===== src/rtl/game_sequencer_if.sv =====
// Button/code inputs and score/status outputs of the turn-level game controller.
interface game_sequencer_if;
    logic        new_game;
    logic        btn_select;
    logic        btn_mode;
    logic [11:0] secret_in;
    logic [11:0] guess_in;
    logic        mode;
    logic        store;
    logic [2:0]  turn;
    logic [2:0]  black;
    logic [2:0]  white;
    logic        score_valid;
    logic        busy;
    logic        win;
    logic        lose;

    // Button logic / stimulus side
    modport master (
        output new_game, btn_select, btn_mode, secret_in, guess_in,
        input  mode, store, turn, black, white, score_valid, busy, win, lose
    );

    // Sequencer side
    modport slave (
        input  new_game, btn_select, btn_mode, secret_in, guess_in,
        output mode, store, turn, black, white, score_valid, busy, win, lose
    );
endinterface


===== src/rtl/game_sequencer.sv =====
// Turn-level controller for the code-breaking game: latches the secret,
// accepts guesses, scores them one comparison per cycle and tracks turns.
module game_sequencer (
    input  logic              clk,
    input  logic              rst,
    game_sequencer_if.slave   bus
);

    localparam int unsigned CODE_W = 12;
    localparam int unsigned PEG_W  = 3;
    localparam int unsigned CNT_W  = 3;
    localparam int unsigned IDX_W  = 4;

    typedef enum logic [2:0] {
        IDLE, ENTRY, SCORE_B, SCORE_W, RESULT, WIN, LOSE
    } state_t;

    state_t              state_q, state_d;
    logic [CODE_W-1:0]   secret_q, secret_d;
    logic [CODE_W-1:0]   guess_q, guess_d;
    logic [IDX_W-1:0]    idx_q, idx_d;
    logic [3:0]          gm_q, gm_d;
    logic [3:0]          sm_q, sm_d;
    logic [CNT_W-1:0]    acc_b_q, acc_b_d;
    logic [CNT_W-1:0]    acc_w_q, acc_w_d;
    logic                mode_q, mode_d;
    logic                store_q, store_d;
    logic [2:0]          turn_q, turn_d;
    logic [CNT_W-1:0]    black_q, black_d;
    logic [CNT_W-1:0]    white_q, white_d;
    logic                score_valid_q, score_valid_d;
    logic                busy_q, busy_d;
    logic                win_q, win_d;
    logic                lose_q, lose_d;

    // Extract peg k (peg0 in the low bits) from a packed code
    function automatic logic [PEG_W-1:0] peg_at(input logic [CODE_W-1:0] code,
                                                input logic [1:0] k);
        logic [PEG_W-1:0] p;
        case (k)
            2'd0:    p = code[2:0];
            2'd1:    p = code[5:3];
            2'd2:    p = code[8:6];
            default: p = code[11:9];
        endcase
        return p;
    endfunction

    // State and datapath registers
    always_ff @(posedge clk) begin
        if (rst) begin
            state_q       <= IDLE;
            secret_q      <= '0;
            guess_q       <= '0;
            idx_q         <= '0;
            gm_q          <= '0;
            sm_q          <= '0;
            acc_b_q       <= '0;
            acc_w_q       <= '0;
            mode_q        <= 1'b0;
            store_q       <= 1'b0;
            turn_q        <= '0;
            black_q       <= '0;
            white_q       <= '0;
            score_valid_q <= 1'b0;
            busy_q        <= 1'b0;
            win_q         <= 1'b0;
            lose_q        <= 1'b0;
        end else begin
            state_q       <= state_d;
            secret_q      <= secret_d;
            guess_q       <= guess_d;
            idx_q         <= idx_d;
            gm_q          <= gm_d;
            sm_q          <= sm_d;
            acc_b_q       <= acc_b_d;
            acc_w_q       <= acc_w_d;
            mode_q        <= mode_d;
            store_q       <= store_d;
            turn_q        <= turn_d;
            black_q       <= black_d;
            white_q       <= white_d;
            score_valid_q <= score_valid_d;
            busy_q        <= busy_d;
            win_q         <= win_d;
            lose_q        <= lose_d;
        end
    end

    // Next-state, scoring datapath and registered-output next values
    always_comb begin
        state_d       = state_q;
        secret_d      = secret_q;
        guess_d       = guess_q;
        idx_d         = idx_q;
        gm_d          = gm_q;
        sm_d          = sm_q;
        acc_b_d       = acc_b_q;
        acc_w_d       = acc_w_q;
        mode_d        = mode_q;
        store_d       = 1'b0;
        turn_d        = turn_q;
        black_d       = black_q;
        white_d       = white_q;
        score_valid_d = 1'b0;

        case (state_q)
            IDLE: begin
            end
            ENTRY: begin
                if (!mode_q && bus.btn_select) begin
                    // A simultaneous btn_mode is dropped: mode stays at entry view
                    guess_d = bus.guess_in;
                    state_d = SCORE_B;
                    store_d = 1'b1;
                    idx_d   = '0;
                    gm_d    = '0;
                    sm_d    = '0;
                    acc_b_d = '0;
                    acc_w_d = '0;
                end else if (bus.btn_mode) begin
                    mode_d = !mode_q;
                end
            end
            SCORE_B: begin
                if (peg_at(guess_q, idx_q[1:0]) == peg_at(secret_q, idx_q[1:0])) begin
                    acc_b_d          = acc_b_q + CNT_W'(1);
                    gm_d[idx_q[1:0]] = 1'b1;
                    sm_d[idx_q[1:0]] = 1'b1;
                end
                if (idx_q[1:0] == 2'd3) begin
                    idx_d   = '0;
                    state_d = SCORE_W;
                end else begin
                    idx_d = idx_q + IDX_W'(1);
                end
            end
            SCORE_W: begin
                // idx[3:2] walks guess pegs (outer), idx[1:0] secret pegs (inner)
                if (!gm_q[idx_q[3:2]] && !sm_q[idx_q[1:0]] &&
                    (peg_at(guess_q, idx_q[3:2]) == peg_at(secret_q, idx_q[1:0]))) begin
                    acc_w_d          = acc_w_q + CNT_W'(1);
                    gm_d[idx_q[3:2]] = 1'b1;
                    sm_d[idx_q[1:0]] = 1'b1;
                end
                idx_d = idx_q + IDX_W'(1);
                if (idx_q == IDX_W'(15)) begin
                    state_d       = RESULT;
                    black_d       = acc_b_q;
                    white_d       = acc_w_d;
                    score_valid_d = 1'b1;
                end
            end
            RESULT: begin
                if (black_q == CNT_W'(4)) begin
                    state_d = WIN;
                end else if (turn_q == 3'd7) begin
                    state_d = LOSE;
                end else begin
                    turn_d  = turn_q + 3'd1;
                    state_d = ENTRY;
                end
            end
            WIN, LOSE: begin
                if (bus.btn_mode) begin
                    mode_d = !mode_q;
                end
            end
            default: begin
                state_d = IDLE;
            end
        endcase

        // New game overrides everything, aborting any scoring in progress
        if (bus.new_game) begin
            secret_d      = bus.secret_in;
            state_d       = ENTRY;
            turn_d        = '0;
            black_d       = '0;
            white_d       = '0;
            mode_d        = 1'b0;
            store_d       = 1'b0;
            score_valid_d = 1'b0;
            idx_d         = '0;
            gm_d          = '0;
            sm_d          = '0;
            acc_b_d       = '0;
            acc_w_d       = '0;
        end

        busy_d = (state_d == SCORE_B) || (state_d == SCORE_W);
        win_d  = (state_d == WIN);
        lose_d = (state_d == LOSE);
    end

    assign bus.mode        = mode_q;
    assign bus.store       = store_q;
    assign bus.turn        = turn_q;
    assign bus.black       = black_q;
    assign bus.white       = white_q;
    assign bus.score_valid = score_valid_q;
    assign bus.busy        = busy_q;
    assign bus.win         = win_q;
    assign bus.lose        = lose_q;

endmodule


===== src/flat_wrapper.sv =====
// flat-port wrapper written by rule: the top's interface ports become plain ports
module game_sequencer_flat 
  (clk, rst, bus_new_game, bus_btn_select, bus_btn_mode, bus_secret_in, bus_guess_in, bus_mode, bus_store, bus_turn, bus_black, bus_white, bus_score_valid, bus_busy, bus_win, bus_lose);
  game_sequencer_if bus_i ();
  input  logic clk;
  input  logic rst;
  input wire logic [$bits(bus_i.new_game)-1:0] bus_new_game;
  input wire logic [$bits(bus_i.btn_select)-1:0] bus_btn_select;
  input wire logic [$bits(bus_i.btn_mode)-1:0] bus_btn_mode;
  input wire logic [$bits(bus_i.secret_in)-1:0] bus_secret_in;
  input wire logic [$bits(bus_i.guess_in)-1:0] bus_guess_in;
  output wire logic [$bits(bus_i.mode)-1:0] bus_mode;
  output wire logic [$bits(bus_i.store)-1:0] bus_store;
  output wire logic [$bits(bus_i.turn)-1:0] bus_turn;
  output wire logic [$bits(bus_i.black)-1:0] bus_black;
  output wire logic [$bits(bus_i.white)-1:0] bus_white;
  output wire logic [$bits(bus_i.score_valid)-1:0] bus_score_valid;
  output wire logic [$bits(bus_i.busy)-1:0] bus_busy;
  output wire logic [$bits(bus_i.win)-1:0] bus_win;
  output wire logic [$bits(bus_i.lose)-1:0] bus_lose;
  assign bus_i.new_game = bus_new_game;
  assign bus_i.btn_select = bus_btn_select;
  assign bus_i.btn_mode = bus_btn_mode;
  assign bus_i.secret_in = bus_secret_in;
  assign bus_i.guess_in = bus_guess_in;
  assign bus_mode = bus_i.mode;
  assign bus_store = bus_i.store;
  assign bus_turn = bus_i.turn;
  assign bus_black = bus_i.black;
  assign bus_white = bus_i.white;
  assign bus_score_valid = bus_i.score_valid;
  assign bus_busy = bus_i.busy;
  assign bus_win = bus_i.win;
  assign bus_lose = bus_i.lose;
  game_sequencer u_core (.clk(clk), .rst(rst), .bus(bus_i));
endmodule

===== config.mk =====
export PLATFORM = sky130hd
export DESIGN_NAME = game_sequencer_flat
export DESIGN_NICKNAME = d
export VERILOG_FILES = /design/src/rtl/game_sequencer_if.sv /design/src/rtl/game_sequencer.sv /design/src/flat_wrapper.sv
export SDC_FILE = /design/constraint.sdc
export NUM_CORES = 1
export LEC_CHECK = 0
export CELL_PAD_IN_SITES_DETAIL_PLACEMENT = 0
export CELL_PAD_IN_SITES_GLOBAL_PLACEMENT = 1
export CORE_UTILIZATION = 30
export DETAILED_ROUTE_END_ITERATION = 8
export PLACE_DENSITY_LB_ADDON = 0.1
export SYNTH_ARGS = -nofsm -noshare
export SYNTH_HDL_FRONTEND = slang
export SYNTH_SLANG_ARGS = --single-unit

===== constraint.sdc =====
create_clock -name clk -period 2.9 [get_ports clk]
set_input_delay 0.87 -clock clk [delete_from_list [all_inputs] [get_ports clk]]
set_output_delay 0.87 -clock clk [all_outputs]
set_load 0.02 [all_outputs]

After elaboration in Yosys (flattened, before gate mapping)
Cells that the tools add are included.
Widths: inputs -> output; s select.
- flip-flop bits (word level): 60
- bits of input ports: 29
- output and inout port bits: 15
- word-level logic and storage cells: 126
- $add $sub $neg: 4
- magnitude comparators: 4
- equality and inequality tests: 24
- mux-type cells: 41
- bitwise logic cells: 7
- reduce and logical (&&, ||, !) cells: 29
- operators with widths (operator ; number):
    $mux 3 ; 13
    $pmux 4 s3 ; 3
    $pmux 3 s3 ; 3
    $mux 4 ; 6
    $eq 3x3->1 const B ; 7
    $pmux 3 s5 ; 1
    $eq 3x2->1 const B ; 4
    $or 4x4->4 ; 3
    $pmux 3 s2 ; 2
    $reduce_and 2->1 ; 5
    $add 3x1->3 const B ; 3
    $reduce_or 3->1 ; 3
    $mux 1 ; 8
    $eq 2x2->1 const B ; 3
    $eq 3x3->1 ; 2
    $lt 2x3->1 const B ; 2
    $ne 2x1->1 const B ; 3
    $reduce_and 3->1 ; 2
    $reduce_bool 2->1 ; 3
    $logic_and 1x1->1 ; 5
    $add 4x1->4 const B ; 1
    $bmux 1 s2 ; 2
    $demux 1 s2 ; 2
    $eq 2x1->1 const B ; 2
    other kinds (13) ; 21

Longest topological paths before layout
- word-level depth: 7
- depth in mapped cells: 10
- mapped depth without buffers: 9

Least setup slack after synthesis
No wires, ideal clock.
- kind: reg2reg
- from: register u_core.idx_q[0]
- to: register u_core.white_q[2], in the netlist u_core.bus.white[2]
- arrival time: 2.210 ns
- setup slack: 0.554 ns
- cell stages (with the launch flop): 11
- buffers on the path: 1
- clock period less this slack: 2.346 ns
- path through: dfxtp_1 -> inv_1 -> ha_1 -> buf_2 -> a222oi_1 -> a21oi_1 -> xnor2_1 -> nand4_2 -> or2_1 -> xor2_1 -> a21oi_1
- cells in the longest elaborated chain, start to end: 6
- ends and longest elaborated chain (what ; RTL line ; text):
    start, declared ; game_sequencer.sv:21 ; logic [IDX_W-1:0] idx_q, idx_d;
    start signal, assigned ; game_sequencer.sv:73 ; idx_q <= idx_d;
    $eq 2x2->1, or another cell as far along ; game_sequencer.sv:40 ; case (k)
    $pmux 3 s3 / $mux 1 (equally long branches) ; game_sequencer.sv:40, game_sequencer.sv:140 ;
    $mux 3 / $logic_not 1->1 (equally long branches) ; game_sequencer.sv:107, game_sequencer.sv:140 ;
    $eq 3x3->1 / $logic_and 1x1->1 (equally long branches) ; game_sequencer.sv:141, game_sequencer.sv:140 ;
    $logic_and 1x1->1 ; game_sequencer.sv:140 ; if (!gm_q[idx_q[3:2]] && !sm_q[idx_q[1:0]] &&
    $mux 3 ; game_sequencer.sv:140 ;
    end signal, assigned ; game_sequencer.sv:82 ; white_q <= white_d;
    end, declared ; game_sequencer.sv:30 ; logic [CNT_W-1:0] white_q, white_d;
Several ways; a longest one is shown, not always the timed one. The select of a mux whose other input is x is not followed.
A chain may end at the register's enable or synchronous reset.

Worst setup path in the final report
- from: register u_core.idx_q[0]
- to: register u_core.gm_q[0]
- cells in the longest elaborated chain, start to end: 7
- ends and longest elaborated chain (what ; RTL line ; text):
    $lt 2x3->1 (implied by the code), or another cell as far along ; game_sequencer.sv:128 ; gm_d[idx_q[1:0]] = 1'b1;
    $logic_and 1x1->1 (implied by the code), or another cell as far along ; game_sequencer.sv:128 ;
    $mux 1 (implied by the code), or another cell as far along ; game_sequencer.sv:128 ;
    $demux 1 s2, or another cell as far along ; -- ;
    $or 4x4->4 (no source line) / $logic_and 1x1->1 (equally long branches) ; -- ;
    $mux 4 / $ne 2x1->1 (equally long branches) ; -- ;
    $pmux 4 s3 / $reduce_and 4->1 (equally long branches) ; -- ;
    end signal, assigned ; game_sequencer.sv:74 ; gm_q <= gm_d;
    end, declared ; game_sequencer.sv:22 ; logic [3:0] gm_q, gm_d;
Several ways; a longest one is shown, not always the timed one. The select of a mux whose other input is x is not followed.

==> qor.csv <==
metric,value,unit
VDD IR-drop max,0.177,mV
sum of net half-perimeters after detailed placement,5.60,mm
DR vias/cell,4.87,
CTS tree,built,
Filler Cells Inserted,1008,
post-route worst hold slack,0.452,ns
classification of the worst-slack hold path,reg -> reg,
fraction of layout cells with a size suffix above 1,8.79,%
final standard cell utilization of the core,40.2,%
number of enable-type register cells in the synthesized netlist,0,
clock buffer count from CTS,9,
Die Footprint,10300,µm²
area share of the largest cell type after synthesis,40.6,%
die span in y,101,µm
ANT nets after route,0,
RSZ-0062 raised after global routing,no,
Post-Route Skew,0.0110,ns
Max Cap Viol,0,
top flip-flop cell by instance count after synthesis,sky130_fd_sc_hd__dfxtp_1,
highest clock frequency the design can meet,377,MHz
final RePlAce weighted congestion,0.803,
max-slew violation total from the final report,0,
Startpoint Class,register,
sort of element at the end of the critical path,register,
Yosys reg bits,60,
"Hold Vio Cnt, Final",0,
1st-pass router iterations,5,
Mapped Nets,383,
Initial Util,31.4,%
maximum number of buffers from clock root to sink,2,
Pwr Density,501,nW/µm²
highest-delay cell along the critical path,sky130_fd_sc_hd__dfxtp_1,
post-placement cell count,508,
distinct cell type count after synthesis,44,
CP max stage delay,0.44,ns
outcome,"complete, no violations",
routed wirelength normalized by instance count,14.4,µm
"area leader, netlist",sky130_fd_sc_hd__dfxtp_1,
data required time at the worst endpoint,3.15,ns
antenna diode count,0,
most area-consuming cells after synthesis,"sky130_fd_sc_hd__dfxtp_1, sky130_fd_sc_hd__nand2_1, sky130_fd_sc_hd__mux2i_1, sky130_fd_sc_hd__a21oi_1, sky130_fd_sc_hd__nor2_1",
Final Routed Wirelength,7.60,mm
Synth Warn #,0,
total via count in the routed design,2566,
Netlist Area Pre-Place,2960,µm²
final critical-path required period,2.65,ns
startpoint-to-endpoint class of the critical path,reg -> reg,
total routing resource utilization after global routing,16.2,%
most common library cells after synthesis,"sky130_fd_sc_hd__dfxtp_1, sky130_fd_sc_hd__nand2_1, sky130_fd_sc_hd__nor2_1",
Port-buffer cells,43,
Top Usage Layer GRT,met2,
Clk Tree Root Cell,sky130_fd_sc_hd__clkbuf_8,
maximum fanout encountered on the critical timing path,9,
ordered cell list for the critical path,inv_1 -> ha_1 -> a222oi_1 -> buf_4 -> a21oi_1 -> xnor2_1 -> nand4_2 -> nand2_1 -> o21ai_2 -> o31ai_1,
Global Route met2 Usage,24.1,%
I/O Pins,44,
Die X-Extent,101,µm
multi-input logic area,1640,µm²
net count of the finished layout,431,
final total negative setup slack,0,ns
placeable core area,9420,µm²
fraction of met3 tracks used by global routing,3.45,%
clock transition time at the flip-flop clock pins of the worst setup and hold paths,0.07,ns
most frequent cell after synthesis,sky130_fd_sc_hd__dfxtp_1,
overflow left after global routing,0,
final instance count without filler cells,527,
final-report setup violation count,0,
fraction of the yosys area taken by sequential cells,40.6,%
Slew Limit Headroom,53.9,%
initial antenna violation count,0,
clock sink count,60,
maximum number of pins on one net before global-route repair,25,
area occupied by registers,1200,µm²
initial detailed-routing violation count,166,
CTS HTree Levels,3,
standard-cell row count,35,
leakage component of the power,1.46,nW
final critical-path share of the clock period,91.4,%
Gate Count Post-Synth,345,
remaining design rule violation count,0,
wire length of the first global-routing pass,12.6,mm
endpoint arrival time on the critical path,2.90,ns
Mapped Avg Cell Area,8.58,µm²
Synth-to-Final Area Change,27.9,%
GRT met1 Usage,22.2,%
share of synthesized registers carrying an async set or reset,0,%
number of global-route vias before repair,2530,
Worst Tran Pin Value,0.690,ns
Worst-Skew Late Latency,0.34,ns
==> registers in the layout, indices dropped and copies added (netlist names) <==
| name | count |
|---|---|
| u_core.bus.mode | 1 |
| u_core.bus.lose | 1 |
| u_core.bus.white | 3 |
| u_core.acc_b_q | 3 |
| u_core.bus.turn | 3 |
| u_core.bus.black | 3 |
| u_core.bus.score_valid | 1 |
| u_core.state_q | 3 |
| u_core.acc_w_q | 3 |
| u_core.secret_q | 12 |
| u_core.guess_q | 12 |
| u_core.gm_q | 4 |
| u_core.sm_q | 4 |
| u_core.bus.win | 1 |
| u_core.idx_q | 4 |
| u_core.bus.store | 1 |
| u_core.bus.busy | 1 |
==> timing repair <==
action | CTS | global route
buffers inserted | 0 | 3
hold buffers | 0 | 0
resized for setup | 0 | 0
setup endpoints to repair | 0 | 3
==> worst paths after layout <==
check                                from                          end  slack, ns  cells after the start
max          u_core.idx_q[0]$_SDFFE_PP0P_  u_core.gm_q[0]$_SDFFE_PP0P_       0.25                     10
min           u_core.gm_q[1]$_SDFFE_PP0P_  u_core.gm_q[1]$_SDFFE_PP0P_       0.45                      2
max reg2reg  u_core.idx_q[0]$_SDFFE_PP0P_  u_core.gm_q[0]$_SDFFE_PP0P_       0.25                     10
min reg2reg   u_core.gm_q[1]$_SDFFE_PP0P_  u_core.gm_q[1]$_SDFFE_PP0P_       0.45                      2
==> cells in the final DEF, fill, tap and decap left out, types with 9 or more instances in the layout <==
cell type / n
sky130_fd_sc_hd__clkbuf_8: 9
sky130_fd_sc_hd__a21oi_1: 33
sky130_fd_sc_hd__mux2i_1: 19
sky130_fd_sc_hd__dfxtp_1: 60
sky130_fd_sc_hd__clkdlybuf4s50_1: 43
sky130_fd_sc_hd__nor2b_1: 11
sky130_fd_sc_hd__o21ai_0: 15
sky130_fd_sc_hd__buf_4: 15
sky130_fd_sc_hd__ha_1: 9
sky130_fd_sc_hd__nor2_1: 37
sky130_fd_sc_hd__nand2_1: 55
==> power by group <==
group | leakage (nW) | internal (mW) | switching, mW
registers | 0.487 | 0.846 | 0.0225
clock network | 0.102 | 0.484 | 0.345
logic | 0.875 | 0.0978 | 0.0986
==> per-layer routing <==
metal  routed length, µm  share of wire [%]
met1                3850                 51
met5                   0                  0
met4                 129                1.7
met2                3330                 44
met3                 293                3.9
==> critical path: cells and delay by family (launching register included) <==
kind            cells  cell delay (ns)
flops               1             0.44
compound gates      4             0.83
buf+inv             2             0.31
xor+xnor            1             0.19
fa+ha+maj           1             0.33
simple gates        2             0.46
==> metrics by stage <==
step,cell area (µm²),setup slack (ns),power [mW]
floorplan,2960,0.554,0.996
global placement,3540,0.265,1.08
detailed placement,3540,0.210,1.08
CTS,3760,0.232,1.92
global route,3780,0.0140,1.98
finish,3780,0.251,1.89
==> area by class of cell <==
type | instances | share of cell area (%)
Sequential cell | 60 | 31.7
Timing Repair Buffer | 58 | 14.4
Clock buffer | 10 | 3.37
Tap cell | 129 | 4.27
Clock inverter | 6 | 2.35
Inverter | 6 | 0.595
Multi-Input combinational cell | 258 | 43.3
==> kinds of logic (layout without fill, tap and decap cells) <==
family,Yosys count,count (layout),share of synthesized area [%]
DFF,60,60,40.6
adders and majority gates,9,9,3.81
muxes,24,24,10.7
AOI/OAI and AO/OA,80,80,16.8
and+or+nand+nor,134,134,20.8
buffers and inverters,27,80,4.02
xor gates and xnor gates,11,11,3.26
No activity file was read; power rests on OpenSTA's default activity.
